`src/rtl/imem_boot_loader.sv`:
```
// imem_boot_loader: streams a little-endian word-count-prefixed program image into instruction memory
// and holds the CPU in reset until the image is complete; re-arms when the CPU halts.
//
// Parameter:
//   ADDR_WIDTH     instruction-memory word-address width (capacity 2**ADDR_WIDTH words)
// Optional feature macro:
//   IMEM_LOADER_CKSUM_EN   adds a trailing 32-bit checksum word (wrapping sum of the payload)
// Ports:
//   clk_i          system clock, rising edge
//   reset_i        synchronous active-high reset
//   in_valid_i     byte-stream valid
//   in_data_i      byte-stream data
//   in_ready_o     byte accepted when in_valid_i && in_ready_o
//   imem_we_o      one-cycle instruction-memory write strobe
//   imem_addr_o    word address being written
//   imem_wdata_o   assembled word being written
//   cpu_reset_o    CPU reset, low only while running
//   halt_i         CPU halt flag, re-arms the loader
//   load_done_o    high while the CPU runs
//   load_err_o     sticky error, cleared only by reset
module imem_boot_loader #(
    parameter int ADDR_WIDTH = 10
) (
    input  logic                  clk_i,
    input  logic                  reset_i,
    input  logic                  in_valid_i,
    input  logic [7:0]            in_data_i,
    output logic                  in_ready_o,
    output logic                  imem_we_o,
    output logic [ADDR_WIDTH-1:0] imem_addr_o,
    output logic [31:0]           imem_wdata_o,
    output logic                  cpu_reset_o,
    input  logic                  halt_i,
    output logic                  load_done_o,
    output logic                  load_err_o
);
`ifdef IMEM_LOADER_CKSUM_EN
    typedef enum logic [2:0] {HDR, LOAD, RUN, ERR, CKSUM} state_e;
`else
    typedef enum logic [2:0] {HDR, LOAD, RUN, ERR} state_e;
`endif
    localparam logic [32:0] CAP = 33'(1) << ADDR_WIDTH;
    state_e                state_q;
    logic [1:0]            cnt_q;
    logic [23:0]           word_q;
    logic [ADDR_WIDTH:0]   n_q;
    logic [ADDR_WIDTH:0]   idx_q;
    logic                  in_ready_q;
    logic                  imem_we_q;
    logic [ADDR_WIDTH-1:0] imem_addr_q;
    logic [31:0]           imem_wdata_q;
    logic                  cpu_reset_q;
    logic                  load_done_q;
    logic                  load_err_q;
`ifdef IMEM_LOADER_CKSUM_EN
    logic [31:0]           sum_q;
`endif
    logic                  accept;
    logic                  last_byte;
    logic [31:0]           word_d;
    logic [ADDR_WIDTH:0]   idx_d;
    assign accept    = in_valid_i && in_ready_q;
    assign last_byte = accept && cnt_q == 2'd3;
    // Earlier bytes are shifted down so the fourth byte completes the LE word at the top.
    assign word_d    = {in_data_i, word_q};
    assign idx_d     = idx_q + (ADDR_WIDTH+1)'(1);
    always_ff @(posedge clk_i) begin
        if (reset_i) begin
            state_q      <= HDR;
            cnt_q        <= '0;
            word_q       <= '0;
            n_q          <= '0;
            idx_q        <= '0;
            in_ready_q   <= 1'b1;
            imem_we_q    <= 1'b0;
            imem_addr_q  <= '0;
            imem_wdata_q <= '0;
            cpu_reset_q  <= 1'b1;
            load_done_q  <= 1'b0;
            load_err_q   <= 1'b0;
`ifdef IMEM_LOADER_CKSUM_EN
            sum_q        <= '0;
`endif
        end else begin
            imem_we_q   <= 1'b0;
            // Accepting states re-open after a write strobe; transitions below override.
            in_ready_q  <= state_q != RUN && state_q != ERR;
            // Registered, so the CPU leaves reset one cycle after RUN is entered.
            cpu_reset_q <= !(state_q == RUN && !halt_i);
            if (accept) begin
                cnt_q  <= cnt_q + 2'd1;
                word_q <= {in_data_i, word_q[23:8]};
            end
            case (state_q)
                HDR: begin
`ifdef IMEM_LOADER_CKSUM_EN
                    sum_q <= '0;
`endif
                    if (last_byte) begin
                        if ({1'b0, word_d} > CAP) begin
                            state_q    <= ERR;
                            in_ready_q <= 1'b0;
                            load_err_q <= 1'b1;
                        end else if (word_d == '0) begin
`ifdef IMEM_LOADER_CKSUM_EN
                            state_q     <= CKSUM;
`else
                            state_q     <= RUN;
                            in_ready_q  <= 1'b0;
                            load_done_q <= 1'b1;
`endif
                        end else begin
                            state_q <= LOAD;
                            n_q     <= word_d[ADDR_WIDTH:0];
                            idx_q   <= '0;
                        end
                    end
                end
                LOAD: begin
                    if (last_byte) begin
                        imem_we_q    <= 1'b1;
                        imem_addr_q  <= idx_q[ADDR_WIDTH-1:0];
                        imem_wdata_q <= word_d;
                        idx_q        <= idx_d;
                        in_ready_q   <= 1'b0;
`ifdef IMEM_LOADER_CKSUM_EN
                        sum_q        <= sum_q + word_d;
                        if (idx_d == n_q) state_q <= CKSUM;
`else
                        if (idx_d == n_q) begin
                            state_q     <= RUN;
                            load_done_q <= 1'b1;
                        end
`endif
                    end
                end
`ifdef IMEM_LOADER_CKSUM_EN
                CKSUM: begin
                    if (last_byte) begin
                        in_ready_q <= 1'b0;
                        if (word_d == sum_q) begin
                            state_q     <= RUN;
                            load_done_q <= 1'b1;
                        end else begin
                            state_q    <= ERR;
                            load_err_q <= 1'b1;
                        end
                    end
                end
`endif
                RUN: begin
                    if (halt_i) begin
                        state_q     <= HDR;
                        in_ready_q  <= 1'b1;
                        load_done_q <= 1'b0;
                        cnt_q       <= '0;
                        idx_q       <= '0;
                    end
                end
                ERR: ;
                default: state_q <= ERR;
            endcase
        end
    end
    assign in_ready_o   = in_ready_q;
    assign imem_we_o    = imem_we_q;
    assign imem_addr_o  = imem_addr_q;
    assign imem_wdata_o = imem_wdata_q;
    assign cpu_reset_o  = cpu_reset_q;
    assign load_done_o  = load_done_q;
    assign load_err_o   = load_err_q;
endmodule
```
`config.mk`:
```
export PLATFORM = sky130hd
export DESIGN_NAME = imem_boot_loader
export DESIGN_NICKNAME = d
export VERILOG_FILES = /design/src/rtl/imem_boot_loader.sv
export SDC_FILE = /design/constraint.sdc
export NUM_CORES = 1
export LEC_CHECK = 0
export ABC_AREA = 1
export CORE_MARGIN = 2
export CORE_UTILIZATION = 43
export CTS_BUF_LIST = sky130_fd_sc_hd__clkbuf_4
export CTS_CLUSTER_DIAMETER = 80
export CTS_CLUSTER_SIZE = 14
export DETAILED_ROUTE_END_ITERATION = 7
export HOLD_SLACK_MARGIN = 0.02
export PLACE_DENSITY_LB_ADDON = 0.05
export SETUP_SLACK_MARGIN = 0.02
export SYNTH_ARGS = -nofsm -noshare
export SYNTH_HDL_FRONTEND = slang
export SYNTH_SLANG_ARGS = --single-unit
```
`constraint.sdc`:
```
create_clock -name clk_i -period 1.9 [get_ports clk_i]
set_clock_uncertainty 0.1 [all_clocks]
set_input_delay 0.475 -clock clk_i [delete_from_list [all_inputs] [get_ports clk_i]]
set_output_delay 0.475 -clock clk_i [all_outputs]
set_load 0.03 [all_outputs]
```
# Yosys cells after proc, flatten, opt, wreduce, memory -nomap -nowiden
# Index checks and enable logic that the tools add are counted.
# totals
elab_cells	79
ramBits	0
mem_bits_ro	0
regBits	98
latchBits	0
memories	0
output_inout_bits	47
# classes
order_cmp	1
shift	0
eq_ne	14
mul	0
n_reduce_logical	16
bitwise_logic	4
muxes	30
n_div	0
add_sub_neg	2
# op_table
cell	n
$mux 11	5
$pmux 11 s3	1
$gt 32x11->1 const B	1
$logic_not 32->1	1
$ne 2x2->1 const B	7
$mux 1	12
$mux 3	4
$pmux 3 s4	1
$add 11x1->11 const B	1
$eq 11x11->1	1
$mux 2	5
$reduce_and 7->1	1
$eq 3x2->1 const B	2
$ne 3x2->1 const B	2
$pmux 1 s3	2
$reduce_and 6->1	1
$reduce_and 5->1	1
$logic_and 1x1->1	4
$not 1->1	4
$reduce_and 4->1	1
$eq 3x1->1 const B	1
$logic_not 3->1	1
$reduce_and 3->1	1
$reduce_bool 3->1	1
other kinds (5)	6

# Longest topological paths before layout
# Gate-level depths: netlist of the first run.
# logic_depth
word_depth	6
mapped_depth	15
mapped_depth_nobuf	15

# Worst setup path after synthesis of the first run
# Ideal clock, no wire load.
# synth_path
path_kind	register to register
startpoint	register in_ready_q, in the netlist in_ready_o
endpoint	register idx_q[2]
setup_slack_ns	0.027
required_time_ns	1.681
period_less_slack_ns	1.873
arrival_time_ns	1.654
stages_incl_launch_ff	10
path_buffers	0
path_cell_list	dfxtp_1 -> nand2_1 -> inv_2 -> nand2_1 -> inv_1 -> o211ai_1 -> inv_1 -> nand4_1 -> nand2_2 -> nor2_1
# synth_via
elab_chain_cells	4
elab_cells_between_ends	5
cone_classes	2 x eq/ne; 3 x reduce/logical
# synth_lines
item	line	source
start, declared	48	logic in_ready_q;
start signal, assigned	74	in_ready_q <= 1'b1;
start signal, assigned	87	in_ready_q <= state_q != RUN && state_q != ERR;
start signal, assigned	102	in_ready_q <= 1'b0;
$logic_and 1x1->1 *	62	assign accept = in_valid_i && in_ready_q;
$logic_and 1x1->1 *	63	assign last_byte = accept && cnt_q == 2'd3;
$ne 2x2->1 (no source line)	-	
$reduce_and 6->1 (no source line) *	-	
end signal, assigned	124	idx_q <= idx_d;
end, declared	47	logic [ADDR_WIDTH:0] idx_q;
# Mark *: on every way between the ends. The rest lies on a longest branch, timed or not.
# A chain may end at the register's enable or synchronous reset.

# Worst setup path in the final report of the first run
# layout_path
startpoint	input port in_data_i[2]
endpoint	register idx_q[3]
# layout_via
elab_chain_cells	3
elab_cells_between_ends	5
cone_classes	1 x order compare; 2 x eq/ne; 2 x reduce/logical
# layout_lines
item	line	source
start, declared	27	input logic [7:0] in_data_i,
$gt 32x11->1 or $logic_not 32->1 (tied branches)	100, 104	
$ne 2x2->1 (no source line)	-	
$reduce_and 6->1 (no source line) *	-	
# Marked as above.

==> results of run 1 <==
## stage by stage
step                util (%)  setup WS (ns)  setup TNS, ns  cell area, um^2  cells
floorplan                  -         0.0271              0             4120    575
global placement        55.9         -0.486         -18.50             5190    792
detailed placement      55.9         -0.531         -19.71             5190    792
CTS                     57.6         0.0144              0             5340    809
global route            59.6         -0.154          -1.64             5530    810
finish                  59.6        -0.0187        -0.0259             5530    810
## cells in the mapped netlist, drive strengths merged, types with 4 or more instances
cell type  count
nor3           4
clkbuf        20
inv           52
nand4          4
dfxtp         97
nand3         38
a21oi         48
buf            6
nor2         111
nand2        104
o21ai         79
ha             6
## cells by family (layout without fill, tap and decap cells)
group / after synthesis / count (layout) / synth area share [%]
xor+xnor: 1 / 1 / 0.212
simple gates: 264 / 264 / 27.0
flops: 97 / 97 / 47.1
compound gates: 129 / 129 / 15.9
fa+ha+maj: 6 / 6 / 1.82
buf+inv: 78 / 184 / 8.04
## sequential cells by signal, summed over array words and instances (netlist names)
signal / flops
imem_wdata_o: 32
word_q: 24
idx_q: 11
n_q: 11
imem_addr_o: 10
cnt_q: 2
state_q: 2
cpu_reset_o: 1
imem_we_o: 1
in_ready_o: 1
load_done_o: 1
load_err_o: 1
## repair_timing
item / in CTS / in global routing
hold endpoints to repair: 0 / 0
pin swaps: 5 / 33
buffers inserted: 0 / 1
gates resized for setup: 64 / 53
setup endpoints to repair: 65 / 27
cloned: 1 / 0
## final timing paths
check	cells past startpoint	slack, ns	endpoint
max reg2reg	12	0	idx_q[3]$_SDFFE_PP0P_
min reg2reg	2	0.38	n_q[6]$_SDFFE_PP0P_
max	15	-0.02	idx_q[3]$_SDFFE_PP0P_
min	2	0.38	n_q[6]$_SDFFE_PP0P_
## layout make-up
| cell class | count | share of cell area [%] |
|---|---|---|
| Clock buffer | 9 | 1.22 |
| Inverter | 52 | 3.53 |
| Clock inverter | 7 | 1.33 |
| Tap cell | 129 | 2.92 |
| Multi-Input combinational cell | 400 | 37.3 |
| Sequential cell | 97 | 35.3 |
| Timing Repair Buffer | 116 | 18.4 |
## worst reg2reg max path, cell delays in order (launching register included)
cell     delay [ns]
dfxtp_1        0.34
nor2_1         0.13
nand2_2        0.11
nor4b_2        0.29
nand3_2        0.12
nand2_2        0.13
buf_6          0.11
nand2_4        0.06
nand2_8        0.09
buf_6          0.14
nand3_2        0.06
nand2_1        0.08
nor2_1         0.05
## power by group
part	switching [mW]	total (mW)	internal, mW
Clock	0.777	1.09	0.311
Combinational	1.54	2.58	1.04
Sequential	0.201	2.49	2.29
Total	2.52	6.16	3.64
## layer usage
metal	global-route usage, %	up-vias	wire [um]
li1	-	2072	-
met1	26.1	1788	4900
met2	34.1	60	4910
met3	2.80	18	281
met4	8.62	0	223
met5	0	-	0
## placed cells by master (no fill, tap or decap), types with 6 or more instances in the layout
cell type          n
o21ai_0           72
dlygate4sd2_1     46
nand3_2           10
nand2_1           86
nor2_1           100
clkbuf_4           9
nor2_2             6
buf_4             49
dfxtp_1           88
inv_1             46
buf_6              6
dfxtp_2            8
nand2_2           13
o21ai_1            7
a21oi_1           47
clkdlybuf4s50_1   11
nand3_1           25
==> summary.md, run 1 <==
| Metric | Value |
|---|---|
| Status | finished with violations |
| Failing checks | negative setup slack |
| Async SR Flop Fraction | 0% |
| Cells after Synth | 575 |
| Longest Clk Path Bufs | 2 |
| Worst-path clk slew | 0.17 ns |
| Routed WL per cell | 12.7 um |
| Global-route wire length before repair | between 15,000 and 20,000 um |
| Pwr Total | between 6 and 7 mW |
| Critical Path Start | in_data_i[2] |
| Max Cap Violations | 0 |
| CP endpoint kind | flop |
| Vias | 3,938 |
| Hold WC Path Type | reg2reg |
| Tightest Pin Transition | 0.319 ns |
| Crit path kind | in2reg |
| Vias per cell | 4.86 |
| Initial core utilization | between 40% and 50% |
| Area share of the largest cell type after synthesis | 47.1% |
| RSZ-0062 raised after global routing | yes |
| Ports | 59 |
| Hold buffers post-CTS | 0 |
| Storage element area | 1960 um^2 |
| Fin crit period | 1.92 ns |
| Port bufs | 58 |
| Final WS setup | -0.0187 ns |
| Fin. max-slew vios | 0 |
| Yosys cell types | 25 |
| Num CTS Buffers | 9 |
| ANT cells | 0 |
| Die Ht | 102 um |
| Worst skew pair latency | 0.47 ns |
| Hold Startpoint | n_q[6]$_SDFFE_PP0P_ |
| Worst path max stage delay | roughly 0.41 ns |
| Synth warnings | 0 |
| HPWL after DPL | 7300 um |
| Fillers | between 900 and 1,000 |
| Crit path DAT | 2.18 ns |
| Slowest stage cell, crit path | clkdlybuf4s50_1 |
| CTS tree | yes |
| Yosys top cell by area | dfxtp_1 |
| GR Overflow Total | 0 |
| # rows | 35 |
| Core area | 9280 um^2 |
| Global Route Usage Sum | between 20% and 30% |
| Pin count of the biggest net entering global routing | 52 |
| Clock tree root buffer cell | clkbuf_4 |
| Worst r2r src | word_q[12]$_SDFFE_PP0P_ |
| Antenna Nets Post-Route | 0 |
| Endpoints failing hold | 0 |
| Ranking of synthesized cells by area | dfxtp_1 (47%), nor2_1 (9.6%), o21ai_0 (9.1%) |
| Number of global-route vias before repair | 3,730 |
| Worst path cell trace | clkdlybuf4s50_1 > inv_1 > nand2_1 > nor3_2 > nand4_1 > inv_1 > nand3_2 > nand2_2 > buf_6 > nand2_4 > nand2_8 > buf_6 > nand3_2 > nand2_1 > nor2_1 |
| Final Cycle Share | 101% |
| H-tree levels | 3 |
| Antenna violations before repair | 0 |
| Synthesized area | a little over 4000 um^2 |
| Fmax | between 500 and 600 MHz |
| Setup violators final | 3 |
| Sequential fraction of the synthesis area | 47.1% |
| Worst path bufs/invs | 5 |
| Sinks on Clock Net | 97 |
| Delay-heaviest family, CP | simple AND/OR/NAND/NOR gates |
| Syn Nets | 593 |
| Detailed Routing Iterations Pass 1 | 5 |
| 1st-iter DRT viols | 125 |
| Die area | about 10,000 um^2 |
| LEAKAGE | around 2.6 nW |
| Area of the multi-input gates | a little over 2000 um^2 |
| Hold WS | 0.382 ns |
| Nets | 694 |
| Final wirelength | 10,300 um |
| Mapped Avg Cell Area | just over 7 um^2 |
| Commonest register cell after synthesis | dfxtp_1 |
| Worst setup SP type | primary input |
| CP max FO | 6 |
| Relative slew slack | roughly four fifths |
| Synth Register Bits | 97 |
| Die X | between 100 and 150 um |
| Critical Path RT | 2.16 ns |
| Area Overhead vs Synth | 34.2% |
| Routability Congestion | 0.856 |
| Layout cells sized above 1 | 20.0% |
| Power Dens Cells | around 1100 nW/um^2 |
| Post-synth EDFFs | 0 |
| DRC | 0 |
| Peak VDD IR | approximately 470 uV |
No activity file was read; power rests on OpenSTA's default activity.
==> inputs of run 2 (changes only) <==
--- a/config.mk
+++ b/config.mk
@@ -14,7 +14,8 @@
 export DETAILED_ROUTE_END_ITERATION = 7
 export HOLD_SLACK_MARGIN = 0.02
 export PLACE_DENSITY_LB_ADDON = 0.05
-export SETUP_SLACK_MARGIN = 0.02
+export REMOVE_ABC_BUFFERS = 1
+export SETUP_SLACK_MARGIN = 0.2
 export SYNTH_ARGS = -nofsm -noshare
 export SYNTH_HDL_FRONTEND = slang
 export SYNTH_SLANG_ARGS = --single-unit
==> run 2 against run 1 <==
Net effect:
- the run now ends clean
- non-clock buffer count increased by 17
- sequential share of layout area is 1.9 points lower
- routed wire length up 9.7%
- die area did not move
- first-iteration DRC count fell by 22%
- cell count increased by 2.3%
- global-route usage is 0.76 points higher
- combinational power grew 6%
- utilization is 3.3 points higher
- critical endpoint is now idx_q[6]$_SDFFE_PP0P_
- largest power group unchanged
==> summary.md, run 2 (synthesis gave the netlist of run 1 again) <==
| Metric | Value |
|---|---|
| Status | completed (was finished with violations) |
| Placed Cells | 781 (was 792) |
| CP max FO | 7 (was 6) |
| Worst setup SP type | flop (was primary input) |
| Port bufs | 58 (unchanged) |
| HPWL after DPL | 6930 um (was 7300 um) |
| Vias | 4,094 (was 3,938) |
| Global-route wire length before repair | 17,400 um (was 16,900 um) |
| Longest Clk Path Bufs | 2 (unchanged) |
| Ports | 59 (unchanged) |
| Crit path kind | reg2reg (was in2reg) |
| Area Overhead vs Synth | 41.6% (was 34.2%) |
| Number of global-route vias before repair | 3,766 (was 3,730) |
| Routed WL per cell | 13.7 um (was 12.7 um) |
| Layout cells sized above 1 | 33.0% (was 20.0%) |
| Fmax | 527 MHz (was 521 MHz) |
| Commonest non-fill, non-tap cells in the layout | nor2_1 (97), dfxtp_1 (89), nand2_1 (80), o21ai_0 (62), buf_4 (58) (was nor2_1 (100), dfxtp_1 (88), nand2_1 (86), o21ai_0 (72), buf_4 (49)) |
| Pre-CTS setup slack | -0.584 ns (was -0.531 ns) |
| Final WS setup | 0.00263 ns (was -0.0187 ns) |
| Clock tree root buffer cell | clkbuf_4 (unchanged) |
| Post-route insts no fill | 829 (was 810) |
| Endpoints failing hold | 0 (unchanged) |
| Final Cycle Share | 99.9% (was 101%) |
| Hold WC Path Type | in2reg (was reg2reg) |
| CP endpoint kind | flop (unchanged) |
| Worst r2r src | word_q[20]$_SDFFE_PP0P_ (was word_q[12]$_SDFFE_PP0P_) |
| Sinks on Clock Net | 97 (unchanged) |
| Reg2reg setup slack | 0.003 ns (was 0 ns) |
| Die X | 102 um (unchanged) |
| RSZ-0062 raised after global routing | yes (unchanged) |
| Routability Congestion | 0.895 (was 0.856) |
| Worst-path clk slew | 0.15 ns (was 0.17 ns) |
| Die Ht | 102 um (unchanged) |
| Crit path DAT | 2.17 ns (was 2.18 ns) |
| Worst reg2reg path endpoint | idx_q[6]$_SDFFE_PP0P_ (was idx_q[3]$_SDFFE_PP0P_) |
| Setup TNS | 0 ns (was -0.0259 ns) |
| Num CTS Buffers | 9 (unchanged) |
| Most common cell after layout, fill and taps aside | nor2_1 (unchanged) |
| Final wirelength | 11,300 um (was 10,300 um) |
| Peak VDD IR | 543 uV (was 470 uV) |
| # rows | 35 (unchanged) |
| Hold Startpoint | in_data_i[0] (was n_q[6]$_SDFFE_PP0P_) |
| Initial core utilization | 44.4% (unchanged) |
| ANT cells | 0 (unchanged) |
| Hold Path End | imem_wdata_o[24]$_SDFFE_PP0P_ (was n_q[6]$_SDFFE_PP0P_) |
| Die area | 10,400 um^2 (unchanged) |
| Fin crit period | 1.90 ns (was 1.92 ns) |
| Core area | 9280 um^2 (unchanged) |
| Relative slew slack | 77.3% (was 78.7%) |
| Critical Path RT | 2.17 ns (was 2.16 ns) |
| LEAKAGE | 2.62 nW (was 2.56 nW) |
| Tightest Pin Transition | 0.340 ns (was 0.319 ns) |
| Max Cap Violations | 0 (unchanged) |
| Fin. max-slew vios | 0 (unchanged) |
| DRC | 0 (unchanged) |
| GR Overflow Total | 0 (unchanged) |
| Antenna violations before repair | 0 (unchanged) |
| Global Route Usage Sum | 21.0% (was 20.2%) |
| Fin util | 62.9% (was 59.6%) |
| Worst Hold Path Cells | 3 (was 2) |
| H-tree levels | 3 (unchanged) |
| Pin count of the biggest net entering global routing | 44 (was 52) |
| Number of flip-flops in the largest register | 32 (unchanged) |
| Worst reg2reg path depth | 13 (was 12) |
| Worst skew pair latency | 0.43 ns (was 0.47 ns) |
| Vias per cell | 4.94 (was 4.86) |
| Antenna Nets Post-Route | 0 (unchanged) |
| Power Dens Cells | 1110 nW/um^2 (about the same) |
| Nets | 713 (was 694) |
| 1st-iter DRT viols | 98 (was 125) |
| Setup violators final | 0 (was 3) |
| CTS tree | yes (unchanged) |
| Detailed Routing Iterations Pass 1 | 4 (was 5) |
-- run 2: cell count changes in the layout (fill, tap and decap cells not counted), moves of 4 or more --
cell             previous run  this run
dlygate4sd2_1              46         3
buf_2                       0        32
a21oi_1                    47        36
a21oi_2                     1        12
clkdlybuf4s15_2             0        11
o21ai_0                    72        62
buf_4                      49        58
o21ai_2                     0         9
nand2_1                    86        80
clkbuf_16                   0         4
clkdlybuf4s50_1            11         7
nand2_2                    13        17
-- run 2: repair_timing --
action	4_1_cts	5_1_grt
hold buffers	0	0
endpoints found under the setup margin	74	76
cloned	1	6
pin swaps	27	25
setup buffers	13	12
resized for setup	213	113
-- run 2: worst max path at each step --
| stage | startpoint | endpoint | slack, ns | cells after the start |
|---|---|---|---|---|
| after floorplan | in_ready_o$_SDFF_PP1_ | imem_wdata_o[0]$_SDFFE_PP0P_ | -1.55 | 7 |
| after global placement | in_data_i[2] | idx_q[10]$_SDFFE_PP0P_ | -0.51 | 14 |
| after detailed placement | in_data_i[2] | idx_q[7]$_SDFFE_PP0P_ | -0.58 | 14 |
| after CTS | idx_q[0]$_SDFFE_PP0P_ | load_done_o$_SDFFE_PP0P_ | 0.009 | 15 |
| after global routing | idx_q[1]$_SDFFE_PP0P_ | load_done_o$_SDFFE_PP0P_ | -0.16 | 15 |
| final | word_q[20]$_SDFFE_PP0P_ | idx_q[6]$_SDFFE_PP0P_ | 0.003 | 13 |
-- run 2: report_power, final --
part	internal (mW)	switching, mW	total (mW)	leakage (nW)
Sequential	2.29	0.216	2.50	0.792
Combinational	1.09	1.64	2.73	1.74
Clock	0.555	0.699	1.25	0.0851
-- run 2: final cells by class --
| class | count | area [um^2] |
|---|---|---|
| clock buffers | 10 | 75.1 |
| clock inverters | 6 | 88.8 |
| fillers | 882 | 3440 |
| inverters | 52 | 195 |
| multi-input cells | 402 | 2220 |
| flip-flops and latches | 97 | 1950 |
| well taps | 129 | 161 |
| repair buffers | 133 | 1150 |
-- run 2: per-layer routing --
metal	vias up	GRT usage [%]	part of all wire (%)
met5	-	0	0
met4	0	7.38	1.1
met3	14	2.60	3.2
met2	71	36.1	50
met1	1905	27.2	45
li1	2104	-	-
-- run 2: metrics by stage --
step / hold WS, ns / instance area, um^2 / total power [mW]
final: 0.272 / 5840 / 6.48
after global routing: 0.307 / 5840 / 6.92
after CTS: 0.318 / 5630 / 6.15
after detailed placement: 0.355 / 5110 / 4.65
after global placement: 0.351 / 5110 / 4.62
after floorplan: 0.339 / 3990 / 3.80
-- run 2: worst max-delay path, stage by stage, from the launching register on --
cell and delay, ns:
dfxtp_2 0.35, nor2_2 0.11, nand2_1 0.08, nor2_1 0.10
nand4_1 0.19, buf_4 0.20, nor2_4 0.13, inv_2 0.06
nand2_4 0.09, nand2_8 0.09, buf_8 0.15, nand3_2 0.06
nand2_2 0.04, nor2_1 0.07
==> variant 1 (config.mk and constraints of run 2) <==
The option `IMEM_LOADER_CKSUM_EN` is turned on by a define.
--- a/src/rtl/imem_boot_loader.sv
+++ b/src/rtl/imem_boot_loader.sv
@@ -18,6 +18,8 @@
 //   halt_i         CPU halt flag, re-arms the loader
 //   load_done_o    high while the CPU runs
 //   load_err_o     sticky error, cleared only by reset
+`define IMEM_LOADER_CKSUM_EN
+
 module imem_boot_loader #(
     parameter int ADDR_WIDTH = 10
 ) (
Formal check against the unedited RTL: not equivalent (Yosys sat finds a counterexample within 10 cycles, from zero or initial values and one cycle with reset_i high).
==> variant 1 against run 2 <==
  * The flow now finishes with violations (negative setup slack)
  * Wire length is 130% higher
  * Count of clock-buffer cells in the layout is 8 higher
  * Cell area grew 100%
  * Area after synthesis is 72% higher
  * Sequential share of layout area shrank 10 points
  * Via count grew 100%
  * Worst setup slack got worse by 0.18 ns
  * Cell count is 90% higher
  * Maximum frequency fell by 8.6%
  * Critical path depth grew 2
  * Sequential cell count rose by 33
  * Total power rose by 48%
  * Largest power group unchanged
==> variant 1: results (changes against run 2) <==
- Post-Synth XOR/XNOR Area: 0.618% (+0.41 points)
- Final count of negative-setup-slack endpoints: 51 (+51)
- Post-DP HPWL: 17.2 mm (+150%)
- Placed standard-cell area: 9270 sq um (+81%)
- Share of cells above drive strength 1: 50.6% (+18 points)
- Pre-CTS setup slack: -0.674 ns (-0.0905 ns)
- Fin cells: 1571 (+90%)
- CP Data Arrival Time: 2.44 ns (+0.27 ns)
- Detailed-route via count: 8185 (+100%)
- CTS buffer count: 17 (+8)
- Leak: 5.25 nW (+100%)
- CTS resizes: 554 (+160%)
- Wl on met1: 10.5 mm (+110%)
- # placed instances: 1482 (+90%)
- Violated checks: negative setup slack
- WL final: 25.5 mm (+130%)
- Slew @ Worst Pin: 0.459 ns (+0.119 ns)
- Avg Cell Area, Syn: 6.71 sq um (-6.4%)
- Gp weighted congestion: 0.925 (+3.3%)
- Final #Nets: 1387 (+95%)
- DR WL met3: 780 microns (+120%)
- Part of the Yosys area used for sequential elements: 36.7% (-10 points)
- Reg clk slew, reported paths: 0.13 ns (-0.02 ns)
- Synth top area cells: dfxtp_1 (37%), nand2_1 (12%), nor2_1 (10%)
- Final WS setup: -0.177 ns (-0.180 ns)
- Setup bufs post-CTS: 27 (+14)
- Worst-path fanout max: 5 (-2)
- GRT Total Usage: 28.0% (+7.0 points)
- Vias in the first global route: 7786 (+110%)
- Compound-Gate Fraction of Synth Area: 18.4% (+2.6 points)
- Outcome: finished, violations left
- Clock latency at the later pin of the worst-skew pair: 0.57 ns (+0.14 ns)
- First-pass GRT wire length: 39.4 mm (+130%)
- Slowest cell on crit path: dfxtp_4
- H-tree Lvls: 4 (+1)
- Worst vdd ir: 0.635 mV (+17%)
- Largest stage delay, worst path: 0.39 ns (+0.04 ns)
- First-pass iteration count of the detailed router: 6 (+2)
- Starting DRT DRC Count: 370 (+280%)
- Met2 wirelength from detailed routing: 13.0 mm (+130%)
- Antenna violations before repair: 1 (+1)
- Top_reg_cell synth: dfxtp_1
- Largest net degree at the start of global routing: 34 (-23%)
- Setup_tns: -5.72 ns (-5.72 ns)
- Synth cell count leaders: nand2_1 (218), nor2_1 (190), dfxtp_1 (130)
- Synth Area in Adders: 6.11% (+4.3 points)
## variant 1: area by class of cell
type | count | area (sq um)
inverter | 70 | 263
sequential | 130 | 2730
timing repair buffer | 300 | 2620
clock buffer | 18 | 135
antenna | 1 | 2.50
tap | 216 | 270
fill | 1254 | 4220
multi-input combinational | 822 | 5570
clock inverter | 14 | 188
## variant 1: metal layers
metal	vias to the layer above	GRT usage (%)
li1	4097	-
met1	3820	32.0
met2	196	50.3
met3	72	4.73
met4	0	13.5
met5	-	0
## variant 1: worst paths after layout
kind	from	endpoint	slack [ns]	depth (start not counted)
setup / recovery	word_q[2]	sum_q[20]	-0.18	15
hold / removal	in_data_i[2]	imem_wdata_o[26]	0.29	4
setup reg to reg	word_q[2]	sum_q[20]	-0.18	15
hold reg to reg	sum_q[25]	sum_q[25]	0.37	2
## variant 1: report_power, final
group          switching (W)  internal, W  leakage [nW]
clock network        0.00116      0.00105         0.156
registers           0.000247      0.00296          1.09
logic                0.00232      0.00187          4.00
==> variant 2 (settings of run 2) <==
Made on the original files. Encoding of `state_e`: now one-hot (4 bits for 4 states).
--- a/src/rtl/imem_boot_loader.sv
+++ b/src/rtl/imem_boot_loader.sv
@@ -37,7 +37,7 @@
 `ifdef IMEM_LOADER_CKSUM_EN
     typedef enum logic [2:0] {HDR, LOAD, RUN, ERR, CKSUM} state_e;
 `else
-    typedef enum logic [2:0] {HDR, LOAD, RUN, ERR} state_e;
+    typedef enum logic [3:0] {HDR = 4'b0001, LOAD = 4'b0010, RUN = 4'b0100, ERR = 4'b1000} state_e;
 `endif
     localparam logic [32:0] CAP = 33'(1) << ADDR_WIDTH;
     state_e                state_q;
Function: same outputs for any inputs over 10 cycles, from zero or initial values and one cycle with reset_i high; not proved beyond that.
==> variant 2 against run 2 <==
  * Utilization decreased by 5.7 points
  * Area after synthesis rose by 2.8%
  * Critical path depth shrank 1
  * Total power fell by 10%
  * Sequential cell count rose by 2
  * Sequential share of layout area increased by 3.1 points
  * Wire length fell by 8.0%
  * Cell area fell by 5.1%
  * Combinational power down 22%
  * Worst setup slack gained 0.043 ns
  * Critical path type unchanged
  * Highest routed layer unchanged
==> variant 2: results (changes against run 2) <==
- Met3 Usage GRT: 3.83% (+1.2 points)
- Largest net degree at the start of global routing: 67 (+52%)
- Hold worst-path end: imem_wdata_o[26]
- Cells after synthesis: 581 (+1.0%)
- Final #Nets: 696 (-2.4%)
- Post-DP HPWL: 6.66 mm (-3.9%)
- Vias/cell: 4.91 (-0.66%)
- Reg clk slew, reported paths: 0.17 ns (+0.02 ns)
- Share of cells above drive strength 1: 32.2% (-0.83 points)
- Clock latency at the later pin of the worst-skew pair: 0.46 ns (+0.03 ns)
- Non-Clock Buffer Count: 112 (-16%)
- Gp weighted congestion: 0.842 (-6.0%)
- Crit path capture: state_q[3]
- Leak: 2.56 nW (-2.2%)
- CTS resizes: 269 (+26%)
- Setup bufs post-CTS: 11 (-2)
- Synth cell count leaders: nor2_1 (157), dfxtp_1 (99), o21ai_0 (85)
- Worst vdd ir: 0.448 mV (-18%)
- Outcome: complete, no violations
- Clk cell area share: 2.55% (-0.25 points)
- Multi-In Gates: 417 (+3.7%)
- Vias in the first global route: 3683 (-2.2%)
- Starting DRT DRC Count: 133 (+36%)
- FILL cells: 943 (+6.9%)
- Non-clock buffers, area share: 15.3% (-4.4 points)
- GRT Total Usage: 20.4% (-0.62 points)
- Detailed-route via count: 4023 (-1.7%)
- Worst Hold Slack: 0.312 ns (+0.0400 ns)
- Fraction of area in multi-input gates: 39.6% (+1.5 points)
- Number of synthesized register bits: 99 (+2.1%)
- Worst slew margin: 80.6% (+3.2 points)
- Worst Setup SP: idx_q[1]
- GR Util met1: 26.1% (-1.1 points)
- Yosys cell types: 33 (+32%)
- Clock buffers: 9 (-1)
- Area occupied by registers: 2020 sq um (+3.7%)
variant 2: changes by cell type in the layout (fill, tap and decap cells not counted), moves of 10 or more:
cell | before | now
buf_2 | 32 | 43
buf_4 | 58 | 38
dfxtp_1 | 89 | 77
inv_1 | 45 | 33
nand2_1 | 80 | 57
nand2_2 | 17 | 7
nor2_1 | 97 | 150
variant 2: worst register-to-register path, cell delays in order (launching register included):
cell     delay [ns]
dfxtp_2        0.39
buf_6          0.12
nand2_2        0.06
nor2_4         0.16
nand4_1        0.17
nand3_1        0.12
nand2_1        0.06
nor2_1         0.14
nand3_2        0.15
nand2_4        0.13
nand3_2        0.07
nand2_1        0.06
nor2_1         0.04
variant 2: cells by family after synthesis:
group	after synthesis	share of synthesized area [%]
AND/OR/NAND/NOR	279	28.9
AO/OA/AOI/OAI	132	16.7
flip-flops	99	46.7
buffers and inverters	67	6.58
XOR/XNOR	2	0.413
adder cells (fa/ha/maj)	2	0.590
variant 2: routing by layer:
layer  routed length (microns)  part of all wire, %
met5                         0                    0
met4                       250                  2.4
met1                      4950                   47
met2                      4850                   47
met3                       364                  3.5
variant 2: where the power goes:
part / switching (W) / internal (W) / leakage, nW / total, W
logic: 0.00120 / 0.000941 / 1.66 / 0.00214
registers: 0.000204 / 0.00232 / 0.816 / 0.00252
clock network: 0.000738 / 0.000412 / 0.0787 / 0.00115
variant 2: metrics by stage:
stage | setup WS (ns) | power (W) | cell area (sq um)
floorplan | -1.14 | 0.00359 | 4130
global placement | -0.480 | 0.00410 | 5160
detailed placement | -0.540 | 0.00414 | 5160
CTS | 0.0264 | 0.00562 | 5400
global route | -0.0868 | 0.00618 | 5540
finish | 0.0453 | 0.00581 | 5540
